## config.mk

```make
export PLATFORM = sky130hd
export DESIGN_NAME = adder_fp32
export DESIGN_NICKNAME = d
export VERILOG_FILES = /design/src/rtl/adder_fp32.sv
export SDC_FILE = /design/constraint.sdc
export NUM_CORES = 1
export LEC_CHECK = 0
export ABC_AREA = 1
export CORE_MARGIN = 3
export CORE_UTILIZATION = 63
export DETAILED_ROUTE_END_ITERATION = 8
export PLACE_DENSITY = 0.84
export SLEW_MARGIN = 40
export SYNTH_ARGS = -nofsm -noshare
export SYNTH_HDL_FRONTEND = slang
export SYNTH_SLANG_ARGS = --single-unit
```

## constraint.sdc

```tcl
create_clock -name CLK -period 0.9 [get_ports CLK]
set_clock_uncertainty 0.2 [all_clocks]
set_input_delay 0.18 -clock CLK [delete_from_list [all_inputs] [get_ports CLK]]
set_output_delay 0.18 -clock CLK [all_outputs]
set_load 0.005 [all_outputs]
```

## src/rtl/adder_fp32.sv

```systemverilog
// Single-cycle IEEE-754 binary32 adder/subtractor with round-to-nearest-even and flush-to-zero.
// Define ADDER_SPECIALS_EN to add NaN/Inf handling; otherwise exponent 0xFF is treated as finite.
module adder_fp32 (
    input  logic        CLK,
    input  logic        RST,
    input  logic [31:0] OP_A,
    input  logic [31:0] OP_B,
    input  logic        OP,
    input  logic        IN_VALID,
    output logic [31:0] IEEE_FORMAT,
    output logic        OUT_VALID
);

    // Handshake: IN_VALID=1 at a rising CLK captures OP_A/OP_B/OP; the result is on
    // IEEE_FORMAT with OUT_VALID=1 right after that edge. There is no ready/back-pressure,
    // and when IN_VALID=0 OUT_VALID drops while IEEE_FORMAT keeps its last value.

    function automatic logic [4:0] lzc27(input logic [26:0] v);
        logic [4:0] n;
        logic       found;
        n     = 5'd0;
        found = 1'b0;
        for (int i = 26; i >= 0; i--) begin
            if (!found) begin
                if (v[i]) found = 1'b1;
                else      n = n + 5'd1;
            end
        end
        return n;
    endfunction

    logic        w_sa, w_sb;
    logic [7:0]  w_ea, w_eb;
    logic [22:0] w_fa, w_fb;
    logic        w_a_zero, w_b_zero;

    assign w_sa     = OP_A[31];
    assign w_ea     = OP_A[30:23];
    assign w_fa     = OP_A[22:0];
    assign w_sb     = OP_B[31] ^ OP;
    assign w_eb     = OP_B[30:23];
    assign w_fb     = OP_B[22:0];
    assign w_a_zero = (w_ea == 8'd0);
    assign w_b_zero = (w_eb == 8'd0);

    // Order by magnitude so L is always the larger operand.
    logic        w_swap;
    logic        w_sl;
    logic [7:0]  w_el, w_es;
    logic [23:0] w_ml, w_ms;

    assign w_swap = {w_eb, w_fb} > {w_ea, w_fa};
    assign w_sl   = w_swap ? w_sb : w_sa;
    assign w_el   = w_swap ? w_eb : w_ea;
    assign w_es   = w_swap ? w_ea : w_eb;
    assign w_ml   = {1'b1, (w_swap ? w_fb : w_fa)};
    assign w_ms   = {1'b1, (w_swap ? w_fa : w_fb)};

    // Alignment: 24-bit mantissa followed by guard, round and sticky.
    logic [7:0]  w_de;
    logic [51:0] w_wide;
    logic [26:0] w_s_al;
    logic [26:0] w_l_al;

    assign w_de   = w_el - w_es;
    assign w_wide = {w_ms, 28'd0} >> w_de;
    assign w_s_al = (w_de >= 8'd26) ? 27'd1 : {w_wide[51:26], |w_wide[25:0]};
    assign w_l_al = {w_ml, 3'b000};

    logic        w_eff_sub;
    logic [27:0] w_sum;
    logic [26:0] w_dif;
    logic [4:0]  w_lz;

    assign w_eff_sub = w_sa ^ w_sb;
    assign w_sum     = {1'b0, w_l_al} + {1'b0, w_s_al};
    assign w_dif     = w_l_al - w_s_al;
    assign w_lz      = lzc27(w_dif);

    logic [26:0]        w_norm;
    logic signed [9:0]  w_exp;

    always_comb begin
        w_norm = w_sum[26:0];
        w_exp  = $signed({2'b00, w_el});
        if (w_eff_sub) begin
            w_norm = w_dif << w_lz;
            w_exp  = $signed({2'b00, w_el}) - $signed({5'd0, w_lz});
        end else if (w_sum[27]) begin
            w_norm = {w_sum[27:2], w_sum[1] | w_sum[0]};
            w_exp  = $signed({2'b00, w_el}) + 10'sd1;
        end
    end

    // Round to nearest, ties to even; a carry out of the mantissa bumps the exponent.
    logic               w_rnd_up;
    logic [24:0]        w_mant_r;
    logic signed [9:0]  w_exp_r;
    logic [22:0]        w_frac_r;

    assign w_rnd_up = w_norm[2] & (w_norm[1] | w_norm[0] | w_norm[3]);
    assign w_mant_r = {1'b0, w_norm[26:3]} + {24'd0, w_rnd_up};
    assign w_exp_r  = w_mant_r[24] ? (w_exp + 10'sd1) : w_exp;
    assign w_frac_r = w_mant_r[24] ? w_mant_r[23:1] : w_mant_r[22:0];

`ifdef ADDER_SPECIALS_EN
    logic w_a_max, w_b_max;
    logic w_a_nan, w_b_nan, w_a_inf, w_b_inf;

    assign w_a_max = (w_ea == 8'hFF);
    assign w_b_max = (w_eb == 8'hFF);
    assign w_a_nan = w_a_max && (w_fa != 23'd0);
    assign w_b_nan = w_b_max && (w_fb != 23'd0);
    assign w_a_inf = w_a_max && (w_fa == 23'd0);
    assign w_b_inf = w_b_max && (w_fb == 23'd0);
`endif

    logic [31:0] w_result;

    always_comb begin
        w_result = {w_sl, w_exp_r[7:0], w_frac_r};
        if (w_eff_sub && (w_dif == 27'd0)) begin
            w_result = 32'h0000_0000;
        end else if (w_exp_r < 10'sd1) begin
            w_result = 32'h0000_0000;
        end else if (w_exp_r > 10'sd254) begin
            w_result = {w_sl, 8'hFF, 23'd0};
        end

        // Zero (and denormal) operands pass the other operand through unchanged.
        if (w_a_zero && w_b_zero) begin
            w_result = {w_sa & w_sb, 31'd0};
        end else if (w_a_zero) begin
            w_result = {w_sb, OP_B[30:0]};
        end else if (w_b_zero) begin
            w_result = {w_sa, OP_A[30:0]};
        end

`ifdef ADDER_SPECIALS_EN
        if (w_a_nan || w_b_nan || (w_a_inf && w_b_inf && (w_sa != w_sb))) begin
            w_result = 32'h7FC0_0000;
        end else if (w_a_inf) begin
            w_result = {w_sa, 8'hFF, 23'd0};
        end else if (w_b_inf) begin
            w_result = {w_sb, 8'hFF, 23'd0};
        end
`endif
    end

    logic [31:0] r_result;
    logic        r_valid;

    always_ff @(posedge CLK or negedge RST) begin
        if (!RST) begin
            r_result <= 32'h0000_0000;
            r_valid  <= 1'b0;
        end else begin
            r_valid <= IN_VALID;
            if (IN_VALID) begin
                r_result <= w_result;
            end
        end
    end

    assign IEEE_FORMAT = r_result;
    assign OUT_VALID   = r_valid;

endmodule

```

==> metrics.txt, run 1 <==
status stopped before the end; Stop stage clock tree synthesis; Stop Error [ERROR DPL-0038] Utilization greater than 100%, impossible to legalize; Ys Warns 0; Placed Area roughly 0.023 mm^2; post-synthesis cell type count 81; dpl cells 3950; Clock Tree Root clkbuf_16; Placer Congestion between 1 and 1.5; Num CTS Buffers 5; Synth Flop Type dfrtp_1; Port Buf Inserts 100; # hold bufs at CTS 0; ys async rst share 1.000; sequential fraction of the synthesis area 0.05089; Final HPWL DP ~67000 um; clk sinks 33; Post-Syn Area between 0.015 and 0.02 mm^2; initial core utilization 0.6425; postcts setup bufs around 110; syn nets around 3000; die width around 170 um; PostCTS Resize Cnt about 840; Clock Tree Buf Depth 2; number of enable flip-flop cells after synthesis 0; Mapped Cells between 2000 and 3000; io pins between 100 and 150; dpl ws -17.36 ns; H-tree depth 2; Rows 58; die extent in y between 150 and 200 um; #FFs+latches synth 33; Post-Syn Area per Cell approximately 5.8 um^2
==> cells by family after synthesis <==
group | after synthesis | synth area share
DFF | 33 | 0.05089
AOI/OAI and AO/OA | 391 | 0.1416
muxes | 2 | 0.001234
and+or+nand+nor | 1707 | 0.5129
buffers and inverters | 478 | 0.1549
xor gates and xnor gates | 88 | 0.04889
adders and majority gates | 115 | 0.08960
==> cell usage after synthesis (9+ instances only) <==
cell,count,area (um^2)
a21oi_1,149,745.7
buf_4,10,75.07
buf_6,15,168.9
clkbuf_1,9,33.78
clkbuf_8,38,523.0
clkinv_1,12,45.04
dfrtp_1,33,825.8
dlygate4sd3_1,9,90.09
ha_1,113,1414
inv_1,336,1261
inv_2,20,75.07
inv_4,12,75.07
nand2_1,800,3003
nand2_2,122,763.2
nand2_4,21,236.5
nand3_1,355,1777
nand3_2,48,480.5
nand4_1,48,300.3
nor2_1,185,694.4
nor2_2,32,200.2
nor2_4,13,146.4
nor2_8,9,180.2
nor3_1,30,150.1
o21ai_0,131,655.6
o21ai_1,19,95.09
o21ai_2,12,105.1
o22ai_1,11,68.82
or2_2,11,68.82
xnor2_1,15,131.4
xor2_1,70,613.1
==> stage by stage <==
stage	setup TNS [ns]	utilization
floorplan	-470.56	-
global placement	-518.98	0.9166
detailed placement	-566.22	0.9166
==> run 2: changes to the inputs <==
Settings changed: CORE_UTILIZATION 63 to 40, PLACE_DENSITY 0.84 to unset, PLACE_DENSITY_LB_ADDON set to 0.15.
==> metrics.txt, run 2 <==
status finished with violations (was stopped before the end); violated checks setup timing; crit path max fanout 7; Clock Tree Root clkbuf_16 (unchanged); xor-xnor portion of the synthesized cell area 0.04889 (unchanged); clk sinks 33 (unchanged); Clock Tree Buf Depth 2 (unchanged); Power Density 1939 mW/mm^2; Synth Flop Type dfrtp_1 (unchanged); gr ovfl total 0; Max Cap Viol 0; GRT Total Usage 0.3325; Antenna Nets Post-Route 0; most frequent cells in the layout buf_4 (924), nand2_1 (684), inv_1 (284), nand3_1 (263), nand2_2 (187); CP endpoint kind flip-flop; total wire length around 76000 um; most common cell in the netlist nand2_1 (unchanged); period utilisation layout 17.92; Max Fclk 0.06202 GHz; Num CTS Buffers 5 (unchanged); final setup violation count 65; post-route setup TNS -494.84 ns; r2r setup slk -0.20 ns; Max-slew headroom 0.4174; Placed Area 0.02387 mm^2 (was 0.02315 mm^2); Synth area leaders nand2_1 (19%), nand3_1 (11%), ha_1 (8.7%) (unchanged); Adder-Cell Fraction of Synth Area 0.08960 (unchanged); die width 207.4 um (was 166.5 um); Post-Synth Simple-Gate Area 0.5129 (unchanged); ys async rst share 1.000 (unchanged); Least-Margin Pin Slew approximately 0.86 ns; initial antenna violation count 0; commonest non-fill, non-tap cell in the layout buf_4; core area 0.03991 mm^2; crit path kind primary input to flip-flop; Skew-Pair Late Insertion Delay between 0.2 and 0.3 ns; Synth top area share 0.1851 (unchanged); Rows 73 (was 58); Nets around 4000; Tmin final 16.12 ns; Setup WS post-layout -15.22 ns; arrival time worst endpoint approximately 16 ns; worst r2r path cells 4; cell area after layout 0.02748 mm^2; drt drc 0; #FFs+latches synth 33 (unchanged); Placer Congestion 0.9893 (was 1.124); Hold Crit Class primary input to asynchronous set/reset pin; Post-Syn Area per Cell 5.766 um^2 (unchanged); DR vias/cell approximately 5.2; share of cells above drive strength 1 0.4889; syn nets 2997 (unchanged); Ys Warns 0 (unchanged); Mapped Cells 2814 (unchanged); cell accounting for the most synthesized area nand2_1 (unchanged); sequential fraction of the synthesis area 0.05089 (unchanged); Port Buf Inserts 100 (unchanged); largest net degree at the start of global routing 34; Worst R2R Start IEEE_FORMAT[31]; dpl cells 4204 (was 3950); first-pass GRT wire length 117700 um; area delta synth->final 69.34%; DR WL/cell 17.47 um; Layout Cells excl Fill around 4300; DRT Pass-1 Iters 6; Post-synth top cells nand2_1 (800), nand3_1 (355), inv_1 (336) (unchanged); initial core utilization 0.4065 (was 0.6425); count of final hold-check violations 0; Final HPWL DP 61410 um (was 67210 um); io pins 101 (unchanged); WP data required 0.93 ns; max FFs per register 32; VDD IR max ~0.0012 V; post-synthesis compound-gate area fraction 0.1416 (unchanged); RSZ-0062 raised after global routing yes; Critical Path Source Type primary input; post-synthesis cell type count 81 (unchanged); number of enable flip-flop cells after synthesis 0 (unchanged); Fillers roughly 3500; die area 0.04302 mm^2; n_diodes 0; CP max stage cell a211oi_1; leakage between 10 and 15 nW; CTS tree done; post-synthesis mux area share 0.001234 (unchanged); H-tree depth 2 (unchanged); initial drt markers ~1600; Post-Syn Area 0.01623 mm^2 (unchanged); Vias between 20000 and 25000; most frequent CP cell nand2_1; Final Max Slew Viols 0; die extent in y 207.4 um (was 166.5 um); largest family of logic cells by synthesized area simple AND/OR/NAND/NOR gates (unchanged); vias in the first global route about 23000; worst r2r dst IEEE_FORMAT[31]; Clk pin slew, worst setup/hold paths ~0.06 ns; fin util 0.6884; max incr delay on CP ~0.39 ns
## run 2: cell counts after synthesis
Identical to the previous run, type by type.
## run 2: critical path, delay by kind of cell
family          cells  cell delay [ns]
buf+inv            32             2.96
compound gates     17             2.74
simple gates       63             6.12
xor+xnor            2             0.42
fa+ha+maj          16             3.71
## run 2: timing repair
action / CTS / global route
hold endpoints to repair: 0 / 0
resized for setup: 714 / 225
setup buffers: 91 / 33
pin swaps: 157 / 165
setup endpoints to repair: 66 / 65
hold buffers: 0 / 0
cloned: 7 / 0
## run 2: final cells by class
cell class | count | area [um^2] | area share
multi-input combinational | 2303 | 15600 | 0.5677
timing repair buffer | 1081 | 8616 | 0.3135
inverter | 386 | 1553 | 0.05651
sequential | 33 | 830.8 | 0.03023
tap | 525 | 656.9 | 0.02390
clock buffer | 5 | 125.1 | 0.004553
timing repair inverter | 4 | 52.55 | 0.001912
clock inverter | 3 | 46.29 | 0.001685
## run 2: worst max-delay path by stage
stage             start         endpoint  slack [ns]  depth (start not counted)
2_1_floorplan  OP_A[27]  IEEE_FORMAT[10]      -14.82                        136
3_3_place_gp   OP_A[13]  IEEE_FORMAT[12]      -16.40                        134
3_5_place_dp   OP_A[21]  IEEE_FORMAT[12]      -16.67                        126
4_1_cts        OP_B[19]   IEEE_FORMAT[3]      -14.90                        130
5_1_grt         OP_B[3]  IEEE_FORMAT[12]      -16.08                        141
6_report        OP_A[1]   IEEE_FORMAT[5]      -15.22                        130
## run 2: cell families (layout without fill, tap and decap cells)
family / count (synthesis) / in the layout
muxes: 2 / 2
AOI/OAI and AO/OA: 391 / 391
DFF: 33 / 33
xor gates and xnor gates: 88 / 88
adders and majority gates: 115 / 115
and+or+nand+nor: 1707 / 1707
buffers and inverters: 478 / 1479
## run 2: per-layer routing
layer / up-vias / wire (um) / share of wire / global-route usage
li1: 11150 / - / - / -
met1: 10580 / 30900 / 0.41 / 0.4063
met2: 749 / 36980 / 0.49 / 0.6006
met3: 237 / 3746 / 0.049 / 0.02478
met4: 0 / 4210 / 0.056 / 0.1402
met5: - / 0 / 0 / 0
## run 2: where the power goes
part           switching (mW)  internal (mW)
clock                   0.774           1.31
sequential              0.699           2.07
combinational            26.4           22.0
total                    27.9           25.4
## run 2: metrics by stage
step | hold slack [ns] | power, mW | setup WS [ns]
floorplan | -0.3156 | 24.55 | -14.82
detailed placement | 0.2653 | 44.07 | -16.67
global route | 0.09565 | 57.16 | -16.08
finish | 0.06037 | 53.28 | -15.22
global placement | 0.2615 | 43.79 | -16.40
CTS | 0.07731 | 50.07 | -14.90
No activity file was read; power rests on OpenSTA's default activity.
==> run 3: changes to the inputs <==
Settings changed: CELL_PAD_IN_SITES_DETAIL_PLACEMENT set to 1, CELL_PAD_IN_SITES_GLOBAL_PLACEMENT set to 1, RECOVER_POWER set to 50.
==> metrics.txt, run 3 <==
die width 207.4 um (unchanged); cell accounting for the most synthesized area nand2_1 (unchanged); Synth Flop Type dfrtp_1 (unchanged); initial core utilization 0.4065 (unchanged); GRT Total Usage 0.7141; Clock Tree Buf Depth 2 (unchanged); Synth top area share 0.1851 (unchanged); sequential fraction of the synthesis area 0.05089 (unchanged); Post-Syn Area 0.01623 mm^2 (unchanged); io pins 101 (unchanged); Mapped Cells 2814 (unchanged); Placer Congestion 1.056 (was 0.9893); syn nets 2997 (unchanged); ys async rst share 1.000 (unchanged); Post-synth top cells nand2_1 (800), nand3_1 (355), inv_1 (336) (unchanged); post-synthesis cell type count 81 (unchanged); Port Buf Inserts 100 (unchanged); gr ovfl total 17; Post-Syn Area per Cell 5.766 um^2 (unchanged); largest net degree at the start of global routing 36; Synth area leaders nand2_1 (19%), nand3_1 (11%), ha_1 (8.7%) (unchanged); number of enable flip-flop cells after synthesis 0 (unchanged); most common cell in the netlist nand2_1 (unchanged); Ys Warns 0 (unchanged); Stop Error [ERROR GRT-0232] Routing congestion too high. Check the congestion heatmap in the GUI.; die extent in y 207.4 um (unchanged); Clock Tree Root clkbuf_16 (unchanged); H-tree depth 2 (unchanged); Stop stage global routing; #FFs+latches synth 33 (unchanged); Num CTS Buffers 5 (unchanged); status stopped before the end (was finished with violations); Rows 73 (unchanged); dpl cells 4227 (was 4204); Final HPWL DP 75930 um (was 61410 um); clk sinks 33 (unchanged)
## run 3: cell counts after synthesis
Identical to the previous run, type by type.
## run 3: cell families after synthesis
| logic type | share of synthesized area |
|---|---|
| adders and majority gates | 0.08960 |
| buffers and inverters | 0.1549 |
| muxes | 0.001234 |
| and+or+nand+nor | 0.5129 |
| DFF | 0.05089 |
| AOI/OAI and AO/OA | 0.1416 |
| xor gates and xnor gates | 0.04889 |
## run 3: metal layers
layer  global-route usage  GRT overflow
met1               0.6563             0
met2               0.9253             9
met3               0.5330             0
met4               0.8258             8
met5               0.1479             0
## run 3: repair_timing
action / 4_1_cts
cloned: 6
buffers inserted: 52
pin swaps: 89
resized for setup: 406
hold buffers: 1
hold endpoints to repair: 33
endpoints found under the setup margin: 65
## run 3: per-stage QoR
stage               instance area (um^2)  hold slack (ns)  TNS, ns  setup slack, ns
floorplan                          16550          -0.3156  -470.56           -14.82
global placement                   23940          -0.1661  -530.02           -16.29
detailed placement                 23940          -0.1678  -565.91           -17.51
CTS                                25750          0.08633  -517.75           -15.87
